==> src/rtl/therm_dwa_scheduler.sv <==
// Data-weighted-averaging scheduler for a 2**N-element thermometer array, with a one-entry output register.
// Define THERM_DWA_EN for the rotating pointer; otherwise the output is a plain thermometer code.
module therm_dwa_scheduler #(
  parameter int unsigned N = 8
) (
  input  logic              clk,
  input  logic              resetn,
  input  logic [N-1:0]      din,
  input  logic              din_valid,
  output logic              din_ready,
  input  logic              ptr_clr,
  output logic [2**N-1:0]   dout,
  output logic              dout_valid,
  input  logic              dout_ready,
  output logic [N-1:0]      ptr
);

  localparam int unsigned W = 2**N;

  localparam logic [0:0] EMPTY = 1'b0;
  localparam logic [0:0] FULL  = 1'b1;

  logic [0:0]   state;
  logic         accept;
  logic         drain;
  logic [N-1:0] p_eff;
  logic [N-1:0] off;
  logic [W-1:0] word;

  assign din_ready  = (state == EMPTY) || dout_ready;
  assign accept     = din_valid && din_ready;
  assign drain      = (state == FULL) && dout_ready;
  assign dout_valid = (state == FULL);

`ifdef THERM_DWA_EN
  logic [N-1:0] ptr_q;

  assign p_eff = ptr_clr ? '0 : ptr_q;
  assign ptr   = ptr_q;

  // N-bit wrap: d = 2**N-1 brings the pointer back to where it started.
  always_ff @(posedge clk or negedge resetn) begin
    if (!resetn) begin
      ptr_q <= '0;
    end else if (accept) begin
      ptr_q <= p_eff + din + N'(1);
    end else if (ptr_clr) begin
      ptr_q <= '0;
    end
  end
`else
  logic unused_ptr_clr;

  assign p_eff          = '0;
  assign ptr            = '0;
  assign unused_ptr_clr = ptr_clr;
`endif

  // Element i is on when its distance from the start pointer (mod 2**N) is within the code.
  always_comb begin
    word = '0;
    off  = '0;
    for (int unsigned i = 0; i < W; i++) begin
      off     = N'(i) - p_eff;
      word[i] = (off <= din);
    end
  end

  always_ff @(posedge clk or negedge resetn) begin
    if (!resetn) begin
      state <= EMPTY;
      dout  <= '0;
    end else if (accept) begin
      state <= FULL;
      dout  <= word;
    end else if (drain) begin
      state <= EMPTY;
    end
  end

endmodule

==> config.mk <==
export PLATFORM = sky130hd
export DESIGN_NAME = therm_dwa_scheduler
export DESIGN_NICKNAME = d
export VERILOG_FILES = /design/src/rtl/therm_dwa_scheduler.sv
export SDC_FILE = /design/constraint.sdc
export NUM_CORES = 1
export LEC_CHECK = 0
export CAP_MARGIN = 0
export CORE_ASPECT_RATIO = 1.2
export CORE_MARGIN = 4
export CORE_UTILIZATION = 50
export CTS_CLUSTER_DIAMETER = 30
export DETAILED_ROUTE_END_ITERATION = 7
export PLACE_DENSITY_LB_ADDON = 0.12
export SLEW_MARGIN = 30
export SYNTH_ARGS = -nofsm -noshare
export SYNTH_HDL_FRONTEND = slang
export SYNTH_SLANG_ARGS = --single-unit
==> constraint.sdc <==
create_clock -name clk -period 1.8 [get_ports clk]
set_clock_uncertainty 0.15 [all_clocks]
set_input_delay 0.18 -clock clk [delete_from_list [all_inputs] [get_ports clk]]
set_output_delay 0.18 -clock clk [all_outputs]
set_load 0.05 [all_outputs]
==> impl_results.md <==
* Core ar. at 22520 µm²
* Cell taking the most area after synthesis: dfrtp_1
* CTS tree: yes
* Routed Antenna Nets at 0
* Cells after Synth at 1185
* Die area at 25440 µm²
* Int Power at 13.86 mW
* Overall power at 21.34 mW
* Setup TNS at 0 ps
* WP data required at 2100 ps
* Starting Density at 50.93%
* Worst EP arrival at 2080 ps
* Avg Synthesized Cell Area at 9.680 µm²
* Post-synth cell types at 69
* P&R area growth vs syn at 51.77%
* Post-Route WL at 48320 µm
* Ys async rst share at 100.0%
* Reg power frac at 32.1%
* Max-Cap Viols at 0
* Clk slew on worst S/H paths at 50 ps
* # fillers at 1587
* Total grt overflow at 0
* Maximum vdd drop at 904.1 µV
* Finished Core Util at 77.30%
* Antenna Cells at 0
* Ys Warns at 0
* LEAKAGE at 8.113 nW
* Synth top area share at 56.06%
* Crit path launch type: flop
* Post-synthesis sequential area ratio at 56.06%
* Post-synth EDFFs at 0
* Synth Register Bits at 257
* Tightest Pin Transition at 549.5 ps
* Global-route wire length before repair at 72330 µm
* Unrepaired setup endpoints after global routing: true
* Crit Path Category: flop to flop
* Clock Latency Late Sink at 530 ps
* Vias per cell at 5.900
* Fin nets at 1703
* Setup WS pre-CTS at -457.6 ps
* Layout cells sized above 1 at 39.22%
* Gr usage total at 37.06%
* Crit path max fanout at 29
* Ports at 279
* Final setup violation count at 0
* Clk pwr share at 41.5%
* Post-layout min period at 1778 ps
* Final worst setup slack at 22.33 ps
* Die width at 146.3 µm
* GP Congestion at 1.002
* Hold Path Class: input pin to flop
* Multi-input logic area at 4422 µm²
* Vias at 11830
* Max-slew headroom at 63.37%
* DP HPWL at 36170 µm
* # DRC at 0
* First DRT Iteration DRCs at 960
* Number of global-route vias before repair at 11970
* Switch Pwr at 7.476 mW
* Htree depth at 2
* Max Slew Vio Count at 0
* Input/output buffers at 269
* Routed len/inst at 24.10 µm
* Hold WS at 81.55 ps
* Num Clock Sinks at 257
* Fraction of power consumed by combinational cells at 26.4%
* Storage cell area at 6432 µm²
* CP endpoint kind: flop
* Max clock buf depth at 3
* Root Buffer: clkbuf_16
* Cell area after synthesis at 11470 µm²
* Row cnt at 60
* Pwr dens at 1226 nW/µm²
* Final Hold Fails at 0
* Top cells by area, synth: dfrtp_1, nand2_1, o21ai_0
* Die height at 173.9 µm
* Status: completed
* Period utilization at 98.76%
* Main synth FF type: dfrtp_1
* Fmax at 562.5 MHz
* Switching Share at 35.04%
* CTS Buf Count at 48
* Largest net degree at the start of global routing at 84
* Initial antenna violation count at 0
* Pre-Repair DR Iteration Count at 6
## cells in the mapped netlist, drive strengths merged, types with 5 or more instances
cell	count
nand2b	9
a21oi	62
and3	8
nor3	8
dfrtp	257
or2	6
buf	91
a21o	9
o211ai	21
o311ai	7
or3	7
a31oi	41
clkbuf	27
and2	7
nand4	5
nor2b	5
o21ai	159
nand4bb	6
o22a	12
nand3	20
nand2	191
nor2	118
o31ai	12
a22o	7
o21a	38
o2111ai	5
## cell families after synthesis
group | share of synthesized area [%]
other | 0.03269
DFF | 56.06
and+or+nand+nor | 16.25
AOI/OAI and AO/OA | 21.53
buffers and inverters | 5.923
muxes | 0.1963
## power by group through the flow
stage,clock network [mW],logic [mW],registers [mW]
after floorplan,0,1.17,9.01
after global placement,0,5.51,6.91
after detailed placement,0,5.57,6.92
after CTS,8.88,5.61,6.84
after global routing,9.17,5.86,6.90
final,8.86,5.63,6.85
## per-layer routing
layer	wire, µm	GRT usage, %	up-vias	share of wire, %
li1	-	-	5194	-
met1	18190	46.27	5755	38
met2	23240	62.10	692	48
met3	3647	6.128	188	7.5
met4	3245	19.53	0	6.7
met5	0	0	-	0
## area by class of cell
class	count	share of cell area, %
clock buffers	59	7.604
clock inverters	27	1.675
inverters	3	0.09343
multi-input cells	814	25.40
flip-flops and latches	257	36.95
well taps	279	2.005
repair buffers	566	26.28
## cell usage in the layout (no fill, tap or decap), types with 4 or more instances in the layout
master             n
nand4bb_1          6
nand2_1          188
a21oi_1           61
buf_4            528
inv_6              7
o21a_1            38
nand3b_1           4
or3_1              5
clkbuf_1           4
dfrtp_1          256
and3_1             8
o221ai_1           4
nor2_1           112
o211ai_1          21
nand2b_1           9
o31ai_1           12
o2111ai_1          5
o311ai_1           4
clkdlybuf4s50_1    6
o22a_1            12
o21ai_1           24
clkbuf_16         49
nand3_1           18
clkbuf_8           6
a31oi_1           41
or2_2              6
nor3_1             5
o21ai_0          135
buf_12            24
and2_1             7
a21o_1             9
buf_2              4
clkinvlp_4         4
a22o_1             7
nand4_1            5
clkinv_4           8
conb_1             8
o22ai_1            4
## flip-flops by register name, summed over array words and instances, names as in the netlist
register    count
dout_valid      1
dout          256
## worst max-delay path, cell delays in order, from the launching register on
cell and delay (ps):
dfrtp_2 360, nor2b_4 260, inv_6 70, buf_4 160, nand2_8 120, buf_12 170, buf_12 180, nand2_1 90
o21ai_1 120
## path summary, 6_finish.rpt
| kind | startpoint | to | slack, ps | cells past startpoint |
|---|---|---|---|---|
| min | din[6] | dout[71] | 80 | 4 |
| min reg2reg | dout[190] | dout[190] | 330 | 2 |
| min in group asynchronous | resetn | dout[128] | 470 | 3 |
| max | dout_valid | dout[218] | 20 | 8 |
| max reg2reg | dout_valid | dout[218] | 20 | 8 |
| max in group asynchronous | resetn | dout_valid | 280 | 4 |
## stage by stage
stage,area [µm²],std cells
2_1_floorplan,11560,1192
3_3_place_gp,15720,1914
3_5_place_dp,15720,1914
4_1_cts,17380,2004
5_1_grt,17410,2005
6_report,17410,2005
## repair_timing
action                                  4_1_cts  5_1_grt
hold buffers                                  2        0
endpoints found under the setup margin        1       48
endpoints found under the hold margin       257        0
resized for setup                             2        2
buffers inserted                              3        1
pin swaps                                     0        1
No activity file was read; power rests on OpenSTA's default activity.
